$ cat src/rtl/melody_sequencer.sv
// Step sequencer: plays a 16-entry programmable melody into the tone generator control byte.
// Each step holds for its duration code, then an optional silent gap; stops at END or loops.
module melody_sequencer #(
    parameter int TICK_DIV  = 10000,
    parameter int DUR_UNIT  = 16,
    parameter int GAP_TICKS = 10
) (
    input  logic        clk,
    input  logic        rst_n,
    input  logic        ena,
    input  logic        start,
    input  logic        stop,
    input  logic        loop,
    input  logic        wr_en,
    input  logic [3:0]  wr_addr,
    input  logic [11:0] wr_data,
    output logic [7:0]  tone_ctrl,
    output logic        busy,
    output logic        done,
    output logic [3:0]  step_idx
);

    localparam int PW       = (TICK_DIV > 1) ? $clog2(TICK_DIV) : 1;
    localparam int NOTE_MAX = 15 * DUR_UNIT;
    localparam int TICK_MAX = (NOTE_MAX > GAP_TICKS) ? NOTE_MAX : GAP_TICKS;
    localparam int TW       = $clog2(TICK_MAX + 1);

    localparam logic [PW-1:0] PRE_LOAD = PW'(TICK_DIV - 1);
    localparam logic [TW-1:0] GAP_LOAD = TW'((GAP_TICKS > 0) ? GAP_TICKS - 1 : 0);

    typedef enum logic [1:0] {
        S_IDLE = 2'd0,
        S_NOTE = 2'd1,
        S_GAP  = 2'd2
    } state_t;

    state_t         state_q, state_d;
    logic [11:0]    mem_q [16];
    logic [11:0]    mem_d [16];
    logic [11:0]    step_q, step_d;
    logic [PW-1:0]  pre_q, pre_d;
    logic [TW-1:0]  tick_q, tick_d;
    logic [7:0]     tone_ctrl_q, tone_ctrl_d;
    logic           busy_q, busy_d;
    logic           done_q, done_d;
    logic [3:0]     step_idx_q, step_idx_d;

    logic           load_en;
    logic [3:0]     load_idx;
    logic           advance;
    logic [3:0]     next_idx;
    logic [11:0]    word;

    always_comb begin
        state_d     = state_q;
        mem_d       = mem_q;
        step_d      = step_q;
        pre_d       = pre_q;
        tick_d      = tick_q;
        tone_ctrl_d = tone_ctrl_q;
        busy_d      = busy_q;
        done_d      = done_q;
        step_idx_d  = step_idx_q;
        load_en     = 1'b0;
        load_idx    = 4'd0;
        advance     = 1'b0;
        word        = 12'd0;
        next_idx    = step_idx_q + 4'd1;

        if (ena) begin
            done_d = 1'b0;
            if (wr_en) begin
                mem_d[wr_addr] = wr_data;
            end

            if (stop) begin
                state_d     = S_IDLE;
                tone_ctrl_d = 8'd0;
                busy_d      = 1'b0;
                step_idx_d  = 4'd0;
                pre_d       = '0;
                tick_d      = '0;
            end else begin
                case (state_q)
                    S_IDLE: begin
                        if (start) begin
                            if (mem_q[0][11:8] == 4'd0) begin
                                done_d = 1'b1;
                            end else begin
                                load_en  = 1'b1;
                                load_idx = 4'd0;
                            end
                        end
                    end
                    S_NOTE, S_GAP: begin
                        if (pre_q != '0) begin
                            pre_d = pre_q - 1'b1;
                        end else if (tick_q != '0) begin
                            pre_d  = PRE_LOAD;
                            tick_d = tick_q - 1'b1;
                        end else if (state_q == S_NOTE && GAP_TICKS > 0) begin
                            state_d     = S_GAP;
                            tone_ctrl_d = {2'b00, step_q[5:0]};
                            pre_d       = PRE_LOAD;
                            tick_d      = GAP_LOAD;
                        end else begin
                            advance = 1'b1;
                        end
                    end
                    default: state_d = S_IDLE;
                endcase

                // End of song is either the index wrap or an END word at the next slot.
                if (advance) begin
                    if (next_idx == 4'd0 || mem_q[next_idx][11:8] == 4'd0) begin
                        if (loop && mem_q[0][11:8] != 4'd0) begin
                            load_en  = 1'b1;
                            load_idx = 4'd0;
                        end else begin
                            state_d     = S_IDLE;
                            tone_ctrl_d = 8'd0;
                            busy_d      = 1'b0;
                            done_d      = 1'b1;
                            step_idx_d  = 4'd0;
                            pre_d       = '0;
                            tick_d      = '0;
                        end
                    end else begin
                        load_en  = 1'b1;
                        load_idx = next_idx;
                    end
                end

                // Loads read the pre-edge memory so a same-edge write is not seen.
                if (load_en) begin
                    word        = mem_q[load_idx];
                    step_d      = word;
                    step_idx_d  = load_idx;
                    state_d     = S_NOTE;
                    busy_d      = 1'b1;
                    tone_ctrl_d = {word[7], ~word[6], word[5:0]};
                    pre_d       = PRE_LOAD;
                    tick_d      = TW'(int'(word[11:8]) * DUR_UNIT - 1);
                end
            end
        end
    end

    always_ff @(posedge clk or negedge rst_n) begin
        if (!rst_n) begin
            for (int i = 0; i < 16; i++) begin
                mem_q[i] <= 12'd0;
            end
            state_q     <= S_IDLE;
            step_q      <= 12'd0;
            pre_q       <= '0;
            tick_q      <= '0;
            tone_ctrl_q <= 8'd0;
            busy_q      <= 1'b0;
            done_q      <= 1'b0;
            step_idx_q  <= 4'd0;
        end else begin
            mem_q       <= mem_d;
            state_q     <= state_d;
            step_q      <= step_d;
            pre_q       <= pre_d;
            tick_q      <= tick_d;
            tone_ctrl_q <= tone_ctrl_d;
            busy_q      <= busy_d;
            done_q      <= done_d;
            step_idx_q  <= step_idx_d;
        end
    end

    assign tone_ctrl = tone_ctrl_q;
    assign busy      = busy_q;
    assign done      = done_q;
    assign step_idx  = step_idx_q;

endmodule

$ cat config.mk
export PLATFORM = sky130hd
export DESIGN_NAME = melody_sequencer
export DESIGN_NICKNAME = d
export VERILOG_FILES = /design/src/rtl/melody_sequencer.sv
export SDC_FILE = /design/constraint.sdc
export NUM_CORES = 1
export LEC_CHECK = 0
export CORE_MARGIN = 2
export CORE_UTILIZATION = 55
export CTS_CLUSTER_DIAMETER = 50
export DETAILED_ROUTE_END_ITERATION = 10
export HOLD_SLACK_MARGIN = 0.12
export PLACE_DENSITY = 0.75
export REMOVE_ABC_BUFFERS = 1
export SLEW_MARGIN = 40
export SYNTH_ARGS = -nofsm -noshare
export SYNTH_HDL_FRONTEND = slang
export SYNTH_SLANG_ARGS = --single-unit
export TNS_END_PERCENT = 30
$ cat constraint.sdc
create_clock -name clk -period 3.4 [get_ports clk]
set_input_delay 0.68 -clock clk [delete_from_list [all_inputs] [get_ports clk]]
set_output_delay 0.68 -clock clk [all_outputs]
set_load 0.005 [all_outputs]
==> results.toml, run 1 <==
[pwr]
irDropWorstVdd_v = 0.000412
power_density_nw_per_um2 = 641
p_leak_nw = 6.10

[critical_path]
required_ns = 3.84
critPathTopFamily = "compound AO/OA/AOI/OAI gates"
worstSetupPathType = "register to register"
path_buf_inv = 2
cp_slowest_cell = "dfrtp_2"
cp_data_arrival_time_ns = 3.76
start_kind = "register"
path_max_fanout = 5
cpPeakStageDelay_ns = 0.44
crit_path_end_kind = "register"
crit_chain = "ha_4 > mux2_2 > a221o_1 > nor4_1 > buf_4 > nor4_4 > buf_4 > o211ai_1 > o211ai_1 > a31oi_2 > ha_2 > xnor2_1 > a221o_1"

[yosys]
synth_top_area_share_pct = 49.5
ys.flop_type = "dfrtp_1"
synth-seq-area-share_pct = 49.5
synth_area_leader_cell = "dfrtp_1"
synth_area_leaders = "dfrtp_1 (49%), mux2_2 (19%), mux4_2 (3.2%)"
syn-instance-count = 1048
synth_cell_type_count = 70
synth_seq_cells = 236
yosys_warnings = 0
synth_area_sq_um = 11900
synth_edf_count = 0
synth.avg_cell_area_sq_um = 11.4
async_flop_share_pct = 100

[routing]
detail-route-antenna-nets = 0
drt_iter0_drc = 827
wire_per_inst_microns = 22.5
drt-pass1-iter-count = 6
dr_total_vias = 9170
drc = 0
post_drt_via_cell_ratio = 6.44
wl_microns = 31900

[clock_network]
htree_levels = 1
clock_latency_ns = 0.56
cts_num_sinks = 236
postCtsHoldBufs = 0
cts_buffers = 29
cts_root_buf = "clkbuf_16"
cts_tree = "done"
clockBufferDepth = 3
path_clk_slew_ns = 0.06

[timing]
worst_pin_slew_ns = 0.805
slew_headroom_pct = 46.2
hold_ws_ns = 0.123
rsz0062_at_grt = "true"
finalCritPeriodShare_pct = 97.7
finClkSkew_ns = 0.00773
setup_viol = 0
hold_violations = 0
clock.fmax_mhz = 301
setup_tns_ns = 0
maxSlewViolCount = 0
fin_crit_ns = 3.32

[worst_hold_path]
hold_path.class = "input port to asynchronous set/reset pin"

[final_layout]
regArea_sq_um = 5910
fillers = 1607
n_antenna_cell = 0
stdcell_count = 1423
multiInputGateArea_sq_um = 5870
area_delta_synth_final_pct = 18.8
nets = 1159
layout-drive-gt1-share_pct = 33.8

[die]
num_rows = 53
die_h_microns = 151
coreArea_sq_um = 21200
initial_core_util_pct = 56.4
pin_count = 37
dieArea_sq_um = 22900
die_w_microns = 151

[global_routing]
grt_max_degree = 92
grt_antenna_before_repair = 0
use_met1_pct = 38.8
grt_use_met3_pct = 4.49
grt.overflow.total = 0
grt_pass1_vias = 9307
busiest_layer = "met2"
grt_pass1_wl_microns = 50700
grt_usage_pct = 28.9
grtUsageMet2_pct = 46.6

[job]
drv_cap = 0

[place]
dp.cells = 1364
portBuffers = 36
dpl.hpwl_microns = 21600
place_congestion = 0.980

[status]
status = "complete, no violations"
cell type report:
cell class	instances	area share (%)
Sequential cell	236	41.7
Multi-Input combinational cell	728	41.4
Timing Repair Buffer	115	7.28
Clock buffer	40	5.62
Tap cell	275	2.43
Clock inverter	13	1.19
Inverter	16	0.424
kinds of logic after synthesis:
| kind of cell | count (synthesis) | share of synthesized area (%) |
|---|---|---|
| adders and majority gates | 10 | 1.05 |
| xor gates and xnor gates | 6 | 0.440 |
| buffers and inverters | 84 | 2.79 |
| and+or+nand+nor | 275 | 11.4 |
| DFF | 236 | 49.5 |
| muxes | 231 | 23.3 |
| AOI/OAI and AO/OA | 206 | 11.5 |
report_power, final:
part	total (mW)	internal (mW)	leakage, nW	switching, mW
clock	3.09	1.87	0.473	1.22
combinational	2.16	1.07	2.59	1.09
sequential	3.84	3.40	3.04	0.435
total	9.09	6.35	6.10	2.74
cell usage after synthesis (all sizes together), types with 3 or more instances:
cell type / number
mux4: 17
o211ai: 12
nand2b: 10
nand2: 81
a21o: 5
clkbuf: 57
nand3b: 4
o311ai: 3
nand4: 6
a31o: 4
and3: 3
dfrtp: 236
o221ai: 11
a211o: 3
a21oi: 40
nor3b: 6
mux2: 206
o21ai: 50
o31ai: 4
or3: 8
nor3: 30
xnor2: 4
a221o: 5
nand3: 21
nor2: 74
nor4: 17
a31oi: 22
o22ai: 12
or4: 5
mux2i: 8
inv: 16
ha: 10
a22oi: 4
a211oi: 9
buf: 11
nor2b: 4
layer usage:
metal  wire [microns]  part of all wire (%)
met5                0                     0
met4             1550                   4.9
met3             2020                   6.3
met2            15000                    47
met1            13300                    42
cell usage in the layout, fill, tap and decap left out, drive strengths merged, types with 5 or more instances in the layout:
cell type,count
nor3b,6
clkinv,7
a21o,5
mux4,17
a221o,5
dfrtp,236
o21ai,50
nand3,21
o22ai,12
or3,8
mux2,206
nor3,30
nor4,17
nand4,6
a21oi,40
ha,10
a211oi,9
mux2i,8
nand2,81
nand2b,10
inv,18
o221ai,11
or4,5
clkbuf,40
clkdlybuf4s50,35
a31oi,22
buf,80
nor2,74
o211ai,12
metrics by stage:
step / utilization (%) / setup WS (ns) / instance area (sq um) / power [mW]
after CTS: 66.2 / 0.0116 / 14000 / 9.01
final: 67.0 / 0.0785 / 14200 / 9.09
after detailed placement: 61.6 / -0.0295 / 13000 / 5.90
after floorplan: - / -2.77 / 11700 / 5.13
after global routing: 67.0 / -0.00616 / 14200 / 9.52
after global placement: 61.6 / 0.0509 / 13000 / 5.81
worst paths after layout:
kind | startpoint | endpoint | slack (ns) | depth (start not counted)
max | step_idx[0] | tick_q[6] | 0.08 | 13
min | rst_n | mem_q[130] | 0.12 | 1
max reg2reg | step_idx[0] | tick_q[6] | 0.08 | 13
min reg2reg | busy | busy | 0.48 | 2
max in group asynchronous | rst_n | mem_q[2] | 2.46 | 2
min in group clk | busy | busy | 0.48 | 2
sequential cells by signal (all words and copies together), names as in the netlist:
register / flops
busy: 1
done: 1
mem_q: 192
pre_q: 14
state_q: 2
step_idx: 4
step_q: 6
tick_q: 8
tone_ctrl: 8
repair_timing:
item                       4_1_cts  5_1_grt
gates resized for setup          4       23
pin swaps                        0        7
setup endpoints to repair        3       15
buffers inserted                 0        6
Note: power is estimated with default switching activity, not from simulation.
==> inputs of run 2 (changes only) <==
SKIP_LAST_GASP = 1   (was default)
==> results.toml, run 2 (synthesis results as in run 1) <==
[place]
dp.cells = 1364
dp_slack_ns = -0.0295
dpl.hpwl_microns = 21600
place_congestion = 0.980
portBuffers = 36

[timing]
slew_headroom_pct = 46.0
clock.fmax_mhz = 302
maxSlewViolCount = 0
fin_crit_ns = 3.31
hold_violations = 0
finClkSkew_ns = 0.00884
setup_viol = 0
setup_slack_ns = 0.0893
rsz0062_at_grt = "true"
worst_pin_slew_ns = 0.808
finalCritPeriodShare_pct = 97.4

[critical_path]
cp_slowest_cell = "dfrtp_2"
path_max_fanout = 5
start_kind = "register"
crit_chain = "ha_4 > mux2_2 > a221o_1 > nor4_1 > buf_4 > nor4_4 > buf_4 > o211ai_1 > o211ai_1 > a31oi_2 > ha_1 > xnor2_1 > a221o_1"
cp_data_arrival_time_ns = 3.75
worstSetupPathType = "register to register"
crit_path_end_kind = "register"
required_ns = 3.84
cpPeakStageDelay_ns = 0.44

[final_layout]
nets = 1159
layout-drive-gt1-share_pct = 33.7
final_common_cell = "dfrtp_1"
stdcell_count = 1423
fillers = 1607
largest_reg_flops = 192
largestRegisters = "mem_q (192), pre_q (14)"
area_delta_synth_final_pct = 18.8
n_antenna_cell = 0
layout_common_cells = "dfrtp_1 (235), mux2_2 (206), nand2_1 (81)"
top_register = "mem_q"

[global_routing]
grt_pass1_wl_microns = 50700
grt_antenna_before_repair = 0
busiest_layer = "met2"
grt.overflow.total = 0
grt_max_degree = 92
grt_usage_pct = 28.9
grt_pass1_vias = 9307
use_met1_pct = 38.9
grtUsageMet2_pct = 46.6
grt_use_met3_pct = 4.49

[pwr]
power_density_nw_per_um2 = 641
intPower_mw = 6.35
pwr-share-comb_pct = 23.7
p_switching_mw = 2.74
clkPwrFrac_pct = 34.1
p_seq_share_pct = 42.2
switching_share_pct = 30.2
p_leak_nw = 6.10
irDropWorstVdd_v = 0.000411
power_mw = 9.09

[die]
num_rows = 53
coreArea_sq_um = 21200
initial_core_util_pct = 56.4
dieArea_sq_um = 22900
pin_count = 37
die_w_microns = 151
die_h_microns = 151

[status]
status = "complete, no violations"

[clock_network]
clock_latency_ns = 0.56
cts_root_buf = "clkbuf_16"
cts_tree = "done"
postCtsHoldBufs = 0
clockBufferDepth = 3
path_clk_slew_ns = 0.06
cts_num_sinks = 236
cts_buffers = 29
htree_levels = 1

[routing]
wl_microns = 31900
drc = 0
post_drt_via_cell_ratio = 6.41
drt_iter0_drc = 840
drt-pass1-iter-count = 6
detail-route-antenna-nets = 0
wire_per_inst_microns = 22.4
dr_total_vias = 9124

[job]
drv_cap = 0

[worst_hold_path]
hold_path.class = "input port to asynchronous set/reset pin"
run 2: worst paths after layout:
path / start / endpoint / cells after the start / slack [ns]
min: rst_n / mem_q[104] / 1 / 0.12
max reg2reg: step_idx[0] / tick_q[6] / 13 / 0.09
max in group asynchronous: rst_n / mem_q[145] / 2 / 2.45
max: step_idx[0] / tick_q[6] / 13 / 0.09
min in group clk: busy / busy / 2 / 0.48
min reg2reg: busy / busy / 2 / 0.48
run 2: timing repair:
| item | 4_1_cts | 5_1_grt |
|---|---|---|
| endpoints found under the setup margin | 3 | 15 |
| gates resized for setup | 3 | 22 |
| setup buffers | 0 | 6 |
| pin swaps | 0 | 7 |
| endpoints found under the hold margin | 0 | 0 |
run 2: power groups by stage:
stage / Sequential, mW / Combinational, mW / Clock [mW]
floorplan: 3.74 / 1.40 / 0
global placement: 3.83 / 1.98 / 0
detailed placement: 3.86 / 2.04 / 0
CTS: 3.82 / 2.06 / 3.12
global route: 3.91 / 2.36 / 3.24
finish: 3.84 / 2.16 / 3.10
run 2: critical path, delay by kind of cell, from the launching register on:
family | cells | cell delay (ns)
AO/OA/AOI/OAI | 5 | 1.31
XOR/XNOR | 1 | 0.07
adder cells (fa/ha/maj) | 2 | 0.50
buffers and inverters | 2 | 0.33
flip-flops | 1 | 0.44
multiplexers | 1 | 0.33
AND/OR/NAND/NOR | 2 | 0.22
run 2: through the flow:
step           TNS [ns]  util (%)  area, sq um  hold WS [ns]
2_1_floorplan    -82.48         -        11700         0.384
3_3_place_gp          0      61.6        13000         0.461
3_5_place_dp    -0.0405      61.6        13000         0.472
4_1_cts         -0.0128      66.2        14000         0.169
5_1_grt         -0.0336      67.0        14200         0.177
6_report              0      67.0        14200         0.119
run 2: layout make-up:
cell class                      instances  area, sq um  share of cell area (%)
Tap cell                              275          344                    2.43
Sequential cell                       236         5910                    41.7
Clock inverter                         13          169                    1.19
Clock buffer                           40          797                    5.62
Inverter                               16         60.1                   0.424
Timing Repair Buffer                  115         1030                    7.26
Multi-Input combinational cell        728         5870                    41.4
run 2: metal layers:
metal	wire length (microns)	vias up
met5	0	-
met4	1550	0
met3	1960	103
met2	15000	352
met1	13400	4627
li1	-	4042
==> inputs of run 3 (changes only) <==
GPL_TIMING_DRIVEN = 0   (was default)
==> results.toml, run 3 (synthesis results as in run 1) <==
[routing]
drt-pass1-iter-count = 5
wire_per_inst_microns = 24.3
wl_microns = 34600
dr_total_vias = 9590
detail-route-antenna-nets = 0
post_drt_via_cell_ratio = 6.73
drc = 0
drt_iter0_drc = 915

[global_routing]
grt.overflow.total = 0
grt_usage_pct = 30.0
grt_pass1_wl_microns = 52900
grt_max_degree = 74
grt_antenna_before_repair = 2
grt_pass1_vias = 9711

[final_layout]
final_common_cell = "dfrtp_1"
largestRegisters = "mem_q (192), pre_q (14)"
nets = 1161
top_register = "mem_q"
largest_reg_flops = 192
utilization_pct = 69.2
layout-drive-gt1-share_pct = 37.4
area_delta_synth_final_pct = 22.7
multiInputGateArea_sq_um = 6160
layout_common_cells = "dfrtp_1 (234), mux2_2 (206), nand2_1 (78)"
regArea_sq_um = 5910
fillers = 1459
stdcell_count = 1426

[die]
initial_core_util_pct = 56.4
num_rows = 53
die_h_microns = 151
die_w_microns = 151
coreArea_sq_um = 21200
pin_count = 37
dieArea_sq_um = 22900

[clock_network]
cts_root_buf = "clkbuf_16"
clockBufferDepth = 3
cts_buffers = 30
cts_num_sinks = 236
cts_tree = "done"
htree_levels = 1
path_clk_slew_ns = 0.06
clock_latency_ns = 0.56

[status]
status = "finished with violations"
failed_checks = "negative setup slack"

[timing]
fin_crit_ns = 3.61
clock.fmax_mhz = 277
finalCritPeriodShare_pct = 106
worst_pin_slew_ns = 0.891
setup_slack_ns = -0.206
finClkSkew_ns = 0.0192
maxSlewViolCount = 0
setup_tns_ns = -0.973
setup_viol = 13
hold_violations = 0
rsz0062_at_grt = "true"
hold_ws_ns = 0.486
slew_headroom_pct = 40.6

[worst_hold_path]
hold_path.class = "register to register"

[critical_path]
required_ns = 3.86
cp_data_arrival_time_ns = 4.07
start_kind = "register"
path_max_fanout = 20
crit_path_end_kind = "register"
worstSetupPathType = "register to register"

[place]
dpl.hpwl_microns = 20300
dp.cells = 1308
place_congestion = 0.872
portBuffers = 36

[job]
drv_cap = 0

[pwr]
p_leak_nw = 6.22
power_density_nw_per_um2 = 636
irDropWorstVdd_v = 0.000503
## run 3: cell types whose count changed in the layout (fill, tap and decap cells not counted), sizes merged, moves of 2 or more
cell	delta
clkinvlp	+2
bufbuf	+2
inv	+2
bufinv	-2
clkbuf	+2
diode	+2
clkinv	-4
## run 3: timing repair
item	4_1_cts	5_1_grt
pin swaps	28	20
setup endpoints to repair	36	21
endpoints found under the hold margin	25	0
hold buffers	1	0
resized for setup	45	27
cloned	2	0
buffers inserted	42	19
## run 3: report_power, final
group / leakage (nW) / internal [mW] / switching, mW
clock: 0.488 / 1.90 / 1.28
combinational: 2.70 / 1.09 / 1.18
sequential: 3.04 / 3.40 / 0.453
total: 6.22 / 6.40 / 2.91
## run 3: path summary, 6_finish.rpt
check | from | endpoint | slack [ns] | cells after the start
max | state_q[0] | tick_q[7] | -0.21 | 11
min | busy | busy | 0.49 | 2
max reg2reg | state_q[0] | tick_q[7] | -0.21 | 11
min reg2reg | busy | busy | 0.49 | 2
max in group asynchronous | rst_n | mem_q[96] | 1.84 | 4
min in group asynchronous | rst_n | mem_q[166] | 0.56 | 2
## run 3: per-layer routing
| metal | vias up | global-route usage [%] | wire (microns) |
|---|---|---|---|
| li1 | 4057 | - | - |
| met1 | 4853 | 39.2 | 13700 |
| met2 | 538 | 49.6 | 16600 |
| met3 | 142 | 4.85 | 2560 |
| met4 | 0 | 13.1 | 1670 |
| met5 | - | 0 | 0 |
## run 3: worst max-delay path, stage by stage (launching register included)
cell	delay, ns
dfrtp_1	0.40
inv_2	0.08
ha_4	0.28
nor3b_4	0.28
nand4_4	0.13
or3_4	0.45
buf_4	0.17
nor4_1	0.61
a211oi_2	0.16
nor2_4	0.51
o22ai_1	0.20
a21oi_1	0.24
## run 3: cell type report
class,count,area share [%]
multi-input cells,728,42.1
flip-flops and latches,236,40.4
repair buffers,116,7.89
clock buffers,42,6.06
well taps,275,2.35
clock inverters,11,0.803
inverters,16,0.436
diodes,2,0.0342
## run 3: per-stage QoR
stage          total power, mW  area, sq um  setup slack (ns)
6_report                  9.31        14600            -0.206
5_1_grt                   9.69        14600            -0.259
4_1_cts                   9.15        14400           -0.0114
3_5_place_dp              5.79        12700             -1.16
3_3_place_gp              5.67        12400             -8.42
2_1_floorplan             5.13        11700             -2.77
